## src/rtl/log_request_arbiter.sv

```systemverilog
// Round-robin arbiter sharing the machine-log writer between purchase, refill and audit
// requesters, with a show-ahead FIFO feeding the writer through a valid/ready handshake.
module log_request_arbiter #(
  parameter int DEPTH_LOG2 = 2
) (
  input  logic                  clock,
  input  logic                  reset_n,
  input  logic [2:0]            req_valid,
  output logic [2:0]            req_ready,
  input  logic [5:0]            req_operator,
  input  logic [2:0]            req_param1,
  input  logic [11:0]           req_param2,
  input  logic [11:0]           req_param3,
  input  logic [11:0]           req_param4,
  output logic                  log_valid,
  input  logic                  log_ready,
  output logic [1:0]            operator,
  output logic                  param1,
  output logic [3:0]            param2,
  output logic [3:0]            param3,
  output logic [3:0]            param4,
  output logic [DEPTH_LOG2:0]   fifo_count,
  output logic [1:0]            last_grant
);

  localparam int DEPTH = 1 << DEPTH_LOG2;
  localparam logic [DEPTH_LOG2:0] FULL_COUNT = (DEPTH_LOG2+1)'(DEPTH);

  logic [14:0]           mem [DEPTH];
  logic [DEPTH_LOG2-1:0] wr_ptr_reg;
  logic [DEPTH_LOG2-1:0] rd_ptr_reg;
  logic [DEPTH_LOG2:0]   count_reg;
  logic [1:0]            last_grant_reg;

  logic [14:0] req_entry [3];
  logic [14:0] head;
  logic [1:0]  grant_idx;
  logic [1:0]  cand;
  logic        found;
  logic        grant_en;
  logic        push;
  logic        pop;

  for (genvar gi = 0; gi < 3; gi++) begin : g_entry
    assign req_entry[gi] = {req_operator[2*gi+1:2*gi], req_param1[gi],
                            req_param2[4*gi+3:4*gi], req_param3[4*gi+3:4*gi],
                            req_param4[4*gi+3:4*gi]};
  end

  function automatic logic [1:0] rr_next(input logic [1:0] cur);
    return (cur >= 2'd2) ? 2'd0 : cur + 2'd1;
  endfunction

  // Full check uses only the registered count, so a same-cycle pop never frees a slot.
  assign grant_en = (count_reg != FULL_COUNT);

  always_comb begin
    req_ready = '0;
    grant_idx = 2'd0;
    found     = 1'b0;
    cand      = rr_next(last_grant_reg);
    for (int k = 0; k < 3; k++) begin
      if (!found && req_valid[cand]) begin
        found     = 1'b1;
        grant_idx = cand;
      end
      cand = rr_next(cand);
    end
    if (found && grant_en && reset_n) begin
      req_ready[grant_idx] = 1'b1;
    end
  end

  assign push      = |req_ready;
  assign log_valid = (count_reg != '0);
  assign pop       = log_valid & log_ready;

  always_ff @(posedge clock or negedge reset_n) begin
    if (!reset_n) begin
      wr_ptr_reg     <= '0;
      rd_ptr_reg     <= '0;
      count_reg      <= '0;
      last_grant_reg <= 2'd2;
    end else begin
      if (push) begin
        wr_ptr_reg     <= wr_ptr_reg + 1'b1;
        last_grant_reg <= grant_idx;
      end
      if (pop) begin
        rd_ptr_reg <= rd_ptr_reg + 1'b1;
      end
      case ({push, pop})
        2'b10:   count_reg <= count_reg + 1'b1;
        2'b01:   count_reg <= count_reg - 1'b1;
        default: count_reg <= count_reg;
      endcase
    end
  end

  // Storage carries no reset; validity is tracked entirely by count_reg.
  always_ff @(posedge clock) begin
    if (push) begin
      mem[wr_ptr_reg] <= req_entry[grant_idx];
    end
  end

  assign head = log_valid ? mem[rd_ptr_reg] : '0;
  assign {operator, param1, param2, param3, param4} = head;
  assign fifo_count = count_reg;
  assign last_grant = last_grant_reg;

endmodule
```

## config.mk

```make
export PLATFORM = sky130hd
export DESIGN_NAME = log_request_arbiter
export DESIGN_NICKNAME = d
export VERILOG_FILES = /design/src/rtl/log_request_arbiter.sv
export SDC_FILE = /design/constraint.sdc
export NUM_CORES = 1
export LEC_CHECK = 0
export ABC_CLOCK_PERIOD_IN_PS = 5900
export CAP_MARGIN = 10
export CORE_MARGIN = 2
export CORE_UTILIZATION = 45
export DETAILED_ROUTE_END_ITERATION = 8
export PLACE_DENSITY = 0.74
export SYNTH_ARGS = -nofsm -noshare
export SYNTH_HDL_FRONTEND = slang
export SYNTH_SLANG_ARGS = --single-unit
```

## constraint.sdc

```tcl
create_clock -name clock -period 5.9 [get_ports clock]
set_input_delay 1.77 -clock clock [delete_from_list [all_inputs] [get_ports clock]]
set_output_delay 1.77 -clock clock [all_outputs]
set_load 0.005 [all_outputs]
```

# After elaboration in Yosys (flattened, before gate mapping)
# Memory sizes are Yosys's and may differ from the RTL's.
# Index checks and enable logic that the tools add are counted.
# totals
reg_bits	9
memories	1
output_inout_bits	24
ram_bits	60
# classes
eq_ne	3
add_sub_neg	7
reduce_logical	10
order_cmp	9
n_mux	25
bitwise	2
# memory_table
memory	words	word_bits	rd	rd_ports_with_merged_regs	wr	line_no	rtl
mem	4	15	1	0	1	29	logic [14:0] mem [DEPTH];
# ops
operator	n
$mux 15	3
$bmux 15 s2	1
$lt 2x3->1 const B	4
$mux 2	6
$add 2x1->2 const B	5
$mux 1	9
$bmux 1 s2	3
$ge 2x2->1 const B	3
$pmux 3 s2	1
$logic_and 1x1->1	5
$add 3x1->3 const B	1
$ge 3x3->1 const B	1
$mux 3	1
$ne 3x3->1 const B	1
$not 2->3	1
$reduce_bool 3->1	1
$reduce_or 3->1	1
$sub 3x1->3 const B	1
$demux 1 s2	1
$eq 2x1->1 const B	1
$eq 2x2->1 const B	1
$ge 2x1->1 const B	1
$logic_not 1->1	2
$reduce_bool 2->1	1
$and 1x1->1	1

# Logic depth before layout (Yosys ltp)
# depth
ltp_word	19
mapped_depth	9

# Worst setup path before layout
# OpenSTA, ideal clock, no wires.
# synth_timing
path_type	in2out
start	input req_valid[1]
end	output req_ready[0]
arrival_ns	2.528
required_ns	4.130
slack_ns	1.602
path_stages	5
path_cell_list	nor3b_1 > a31oi_1 > buf_6 > buf_12 > and3_2
# synth_between
elab_chain_cells	14
# synth_lines
item	line_no	rtl
start, declared	8	input logic [2:0] req_valid,
$bmux 1 s2	63	if (!found && req_valid[cand]) begin
$mux 1 (implied by the code)	63	
$mux 1	63	
$logic_not 1->1	63	
$logic_and 1x1->1	63	
$mux 1	63	
$logic_not 1->1	63	
$logic_and 1x1->1	63	
$mux 2	63	
$lt 2x3->1 (implied by the code) or $ge 2x1->1 (tied branches)	70	req_ready[grant_idx] = 1'b1;
$logic_and 1x1->1 (implied by the code)	70	
$mux 1 (implied by the code)	70	
$demux 1 s2	70	
$mux 3 *	69	if (found && grant_en && reset_n) begin
end, declared	9	output logic [2:0] req_ready,
# Every way passes the cells marked *; elsewhere a longest branch is shown, timed or not. The select of a mux whose other input is x is not followed.

# Final worst setup path
# layout_timing
start	input req_valid[2]
end	output req_ready[2]
# Same word-level chain as after synthesis.

==> results.json <==
{
  "syn-mean-instance-area_um2": 15.7,
  "coreArea_mm2": 0.00679,
  "hold_viol": 0,
  "insertion_delay_ns": 0.34,
  "io_buffer_count": 74,
  "area_delta_synth_final_pct": 33.8,
  "cts_buffer_depth": 2,
  "first_iter_violations": 78,
  "core.rowCount": 30,
  "final_cell_mix": "clkdlybuf4s50_1 (74), edfxtp_1 (60), and2_1 (19)",
  "worst_pin_slew_ns": 1.06,
  "vias": 1917,
  "syn_inst": 202,
  "finalSetupTns_ns": 0,
  "hp-class": "flip-flop to flip-flop",
  "synth-seq-area-share_pct": 64.1,
  "nFillCells": 523,
  "cts_max_level": 3,
  "crit_type": "input port to output pin",
  "synth_area_leaders": "edfxtp_1 (57%), mux4_2 (11%), dfrtp_1 (6.3%)",
  "ys_ff_latch": 69,
  "gp_congestion": 0.727,
  "ios": 75,
  "dieArea_mm2": 0.00771,
  "cap_violations": 0,
  "drt_wl_total_um": 6260,
  "final_nets": 338,
  "grt_usage_pct": 17.5,
  "cts.sinks": 69,
  "dr.pass1.iters": 4,
  "grt_max_degree": 19,
  "regMostFlops": "mem",
  "skew_ns": 0.00724,
  "required_ns": 4.13,
  "cts_buffers": 9,
  "p_leak_nw": 1.54,
  "fmax_mhz": 190,
  "synth_area_mm2": 0.00316,
  "via_per_inst": 5.02,
  "ant_nets": 0,
  "path_clk_slew_ns": 0.07,
  "critPathMaxFanout": 4,
  "ir_worst_vdd_mv": 0.244,
  "initial_utilization_pct": 46.5,
  "yosys.cell_types.count": 29,
  "overflow": 0,
  "setup_viol": 0,
  "largest_reg_flops": 60,
  "dp_hpwl_um": 4250,
  "post_cts_resized": 0,
  "root_buffer": "clkbuf_8",
  "n_antenna_cell": 0,
  "worstPathArrival_ns": 3.49,
  "grt_pass1_vias": 2057,
  "drive_gt1_share_pct": 15.0,
  "startpoint_type": "input port",
  "wl_per_cell_um": 16.4,
  "die_x_um": 87.8,
  "cts_setup_buffers": 0,
  "syn-num-nets": 259,
  "cts_tree": "yes",
  "p_total_mw": 1.99,
  "hold_buffers": 0,
  "end_kind": "output pin",
  "yosys.area.top_type": "edfxtp_1",
  "antenna_found_initial": 0,
  "mostFrequentLayoutCell": "clkdlybuf4s50_1",
  "cellPowerDensity_mw_per_mm2": 471,
  "ys.warnings.count": 0,
  "route.detailed.drc": 0,
  "maxSlewViolCount": 0,
  "rsz0062_at_grt": "false",
  "yosysTopAreaCellShare_pct": 57.0,
  "relSlewSlack_pct": 29.3,
  "status": "complete, no violations",
  "post-route-period-util_pct": 89.2,
  "placed_area_mm2": 0.00398,
  "design_area_mm2": 0.00423,
  "grt_pass1_wl_um": 9760,
  "min_period_ns": 5.26,
  "die_h_um": 87.8
}
-- cell type report --
type / instances / area (um^2) / area share [%]
multi-input combinational: 114 / 1020 / 24.2
timing repair buffer: 80 / 786 / 18.6
tap: 96 / 120 / 2.84
clock inverter: 7 / 123 / 2.90
inverter: 7 / 26.3 / 0.621
clock buffer: 9 / 124 / 2.93
sequential: 69 / 2030 / 47.9
-- synthesized netlist by cell type, drive strengths merged --
| cell | count |
|---|---|
| and2 | 20 |
| clkbuf | 3 |
| edfxtp | 60 |
| buf | 9 |
| mux2i | 16 |
| mux4 | 15 |
| xnor2 | 3 |
| dfstp | 1 |
| a31oi | 2 |
| inv | 7 |
| nand2b | 1 |
| o31ai | 1 |
| fa | 1 |
| xor2 | 3 |
| ha | 5 |
| or3 | 1 |
| nor2 | 18 |
| o21ai | 3 |
| a21oi | 18 |
| nor2b | 1 |
| nor3b | 1 |
| dfrtp | 8 |
| and3 | 1 |
| nand2 | 3 |
| or2b | 1 |
-- path summary, 6_finish.rpt --
kind,end,slack (ns),depth (start not counted),start
worst max-delay path,req_ready[2],0.64,6,req_valid[2]
worst min-delay path,fifo_count[2]$_DFFE_PN0P_,0.53,1,fifo_count[2]$_DFFE_PN0P_
worst max register to register,fifo_count[2]$_DFFE_PN0P_,3.61,8,fifo_count[0]$_DFFE_PN0P_
worst min register to register,fifo_count[2]$_DFFE_PN0P_,0.53,1,fifo_count[2]$_DFFE_PN0P_
max in group asynchronous,last_grant[1]$_DFFE_PN1P_,3.92,2,reset_n
min in group asynchronous,fifo_count[1]$_DFFE_PN0P_,1.76,2,reset_n
-- per-layer routing --
layer  global-route usage (%)  part of all wire (%)
met1                     21.5                    43
met2                     29.2                    51
met3                     5.18                   5.4
met4                     6.71                  0.77
met5                        0                     0
-- worst max-delay path: stages --
cell,delay (ns)
clkdlybuf4s50_1,0.57
o31ai_1,0.12
a31oi_1,0.28
inv_1,0.12
nor2_1,0.13
clkdlybuf4s50_1,0.51
-- metrics by stage --
stage	std cells	utilization, %	hold slack, ns	worst slack, ns
2_1_floorplan	202	-	0.496	1.60
3_3_place_gp	366	58.6	0.517	0.675
3_5_place_dp	366	58.6	0.514	0.642
4_1_cts	382	62.3	0.528	0.628
5_1_grt	382	62.3	0.554	0.503
6_report	382	62.3	0.526	0.640
-- power by group --
group	leakage (nW)	switching (mW)	internal [mW]
logic	0.775	0.291	0.447
registers	0.650	0.100	0.692
clock network	0.116	0.180	0.283
total	1.54	0.572	1.42
-- cells by family (layout without fill, tap and decap cells) --
family / count (synthesis) / in the layout / synth area share, %
buf+inv: 19 / 103 / 3.68
mux: 31 / 31 / 15.7
compound gates: 24 / 24 / 4.08
simple gates: 47 / 47 / 8.07
fa+ha+maj: 6 / 6 / 2.61
xor+xnor: 6 / 6 / 1.66
flops: 69 / 69 / 64.1
Power figures use the tool's default switching activity.
==> variant, RTL diff (same settings) <==
Reset style: synchronous (`reset_n`), changed in one clocked block.
--- a/src/rtl/log_request_arbiter.sv
+++ b/src/rtl/log_request_arbiter.sv
@@ -75,7 +75,7 @@
   assign log_valid = (count_reg != '0);
   assign pop       = log_valid & log_ready;
 
-  always_ff @(posedge clock or negedge reset_n) begin
+  always_ff @(posedge clock) begin
     if (!reset_n) begin
       wr_ptr_reg     <= '0;
       rd_ptr_reg     <= '0;
Function: differs if reset_n is asserted again (counterexample within 4 cycles, from zero or initial values and one cycle with reset_n low); with reset_n held inactive, the same outputs for 4 cycles.
==> variant against the unedited design <==
  * Sequential share of layout area shrank 0.19 points
  * Sequential power shrank 7.2%
  * Wire length grew 0.81%
  * Die area grew 0.31%
  * Via count grew 1.6%
  * Final area is essentially flat
  * Worst setup slack lost 94 ps
  * Register-to-register slack lost 280 ps
  * Area after synthesis grew 0.32%
  * Sequential cell count grew 2
  * Fmax shrank 1.8%
  * Critical path depth shrank 1
  * Power shrank 11%
  * Critical path type unchanged
  * Critical endpoint is now req_ready[0]
==> variant: results (changes against the unedited design) <==
stage;metric;value;unit;change
cells_and_area;multi-input combinational area share;23.8;%;-0.35 points
cells_and_area;non-clk buf share;18.0;%;-0.55 points
routing;vias per inst;4.99;;-0.47%
logic_synthesis;Mapped Cells;212;;+5.0%
worst_setup_path;Data arrival, critical path;3580;ps;+90 ps
global_route;Total GRT Usage;17.6;%;+0.080 points
cells_and_area;clk cell area share;5.59;%;-0.24 points
placement;GPL Wtd Cong;0.743;;+2.2%
placement;Placed Instance Area;0.00400;mm^2;+0.35%
logic_synthesis;Syn Nets;269;;+3.9%
floorplanning;Die Wd;88.0;um;+0.15%
power_and_ir_drop;Static Leak;1.48;nW;-3.8%
routing;DRT iter0 DRCs;157;;+100%
worst_setup_path;setup slack, reg-to-reg;3330;ps;-280 ps
global_route;vias in the first global route;1945;;-5.4%
routing;drt first pass iters;5;;+1
placement;placed cells;374;;+2.2%
cells_and_area;sequential share of cell area;47.8;%;-0.19 points
power_and_ir_drop;Clock Power Share;25.7;%;+2.5 points
worst_setup_path;R2R Path End;fifo_count[2]$_SDFFE_PN0P_;;
sta;Tmin final;5350;ps;+94.0 ps
cells_and_area;share of cells above drive strength 1;15.6;%;+0.61 points
cells_and_area;CLK BUF;10;;+1
cells_and_area;Buffers excl. clock;77;;-3.8%
power_and_ir_drop;power in combinational cells;0.575;mW;-22%
routing;Routed WL;6310;um;+0.81%
sta;hold_ws;511;ps;-14.5 ps
cells_and_area;Finished Core Util;62.3;%;about the same
hold_path;Min-Delay Path Depth;2;;+1
global_route;met2 Usage GRT;28.5;%;-0.69 points
hold_path;WHS Endpoint;wr_ptr_reg[1]$_SDFFE_PN0P_;;
sta;measured slew at the worst slew-check pin;985;ps;-76.1 ps
worst_setup_path;crit path capture;req_ready[0];;
hold_path;HP Start;wr_ptr_reg[1]$_SDFFE_PN0P_;;
power_and_ir_drop;Max IR drop VDD;0.000226;V;-7.5%
cells_and_area;# fillers;516;;-1.3%
worst_setup_path;crit path from;reset_n;;
outcome;status;completed;;
sta;Worst Skew;11.4;ps;+4.13 ps
clock_network;clock sink total;71;;+2.9%
worst_setup_path;Max stage delay on crit path;670;ps;+100 ps
cells_and_area;Non-clk invs;22;;+15
worst_setup_path;crit path max fanout;11;;+7
power_and_ir_drop;Sw Share;27.1;%;-1.6 points
-- variant: cell types whose count changed after synthesis, sizes merged, moves of 5 or more --
cell / before / now
dfrtp: 8 / 0
and2: 20 / 25
a21oi: 18 / 0
inv: 7 / 22
a22oi: 0 / 15
o21ai: 3 / 18
dfxtp: 0 / 11
mux2i: 16 / 1
nor2: 18 / 4
-- variant: logic make-up (layout without fill, tap and decap cells) --
family | after synthesis | after routing | synth area share (%)
compound gates | 39 | 39 | 9.07
xor+xnor | 4 | 4 | 1.10
fa+ha+maj | 6 | 6 | 2.60
buf+inv | 33 | 115 | 4.62
flops | 71 | 71 | 63.7
mux | 16 | 16 | 11.0
simple gates | 43 | 43 | 7.89
-- variant: routing by layer --
| layer | vias up | share of wire (%) |
|---|---|---|
| met3 | 6 | 4.3 |
| met5 | - | 0 |
| met1 | 951 | 44 |
| met2 | 55 | 51 |
| li1 | 936 | - |
| met4 | 0 | 1.4 |
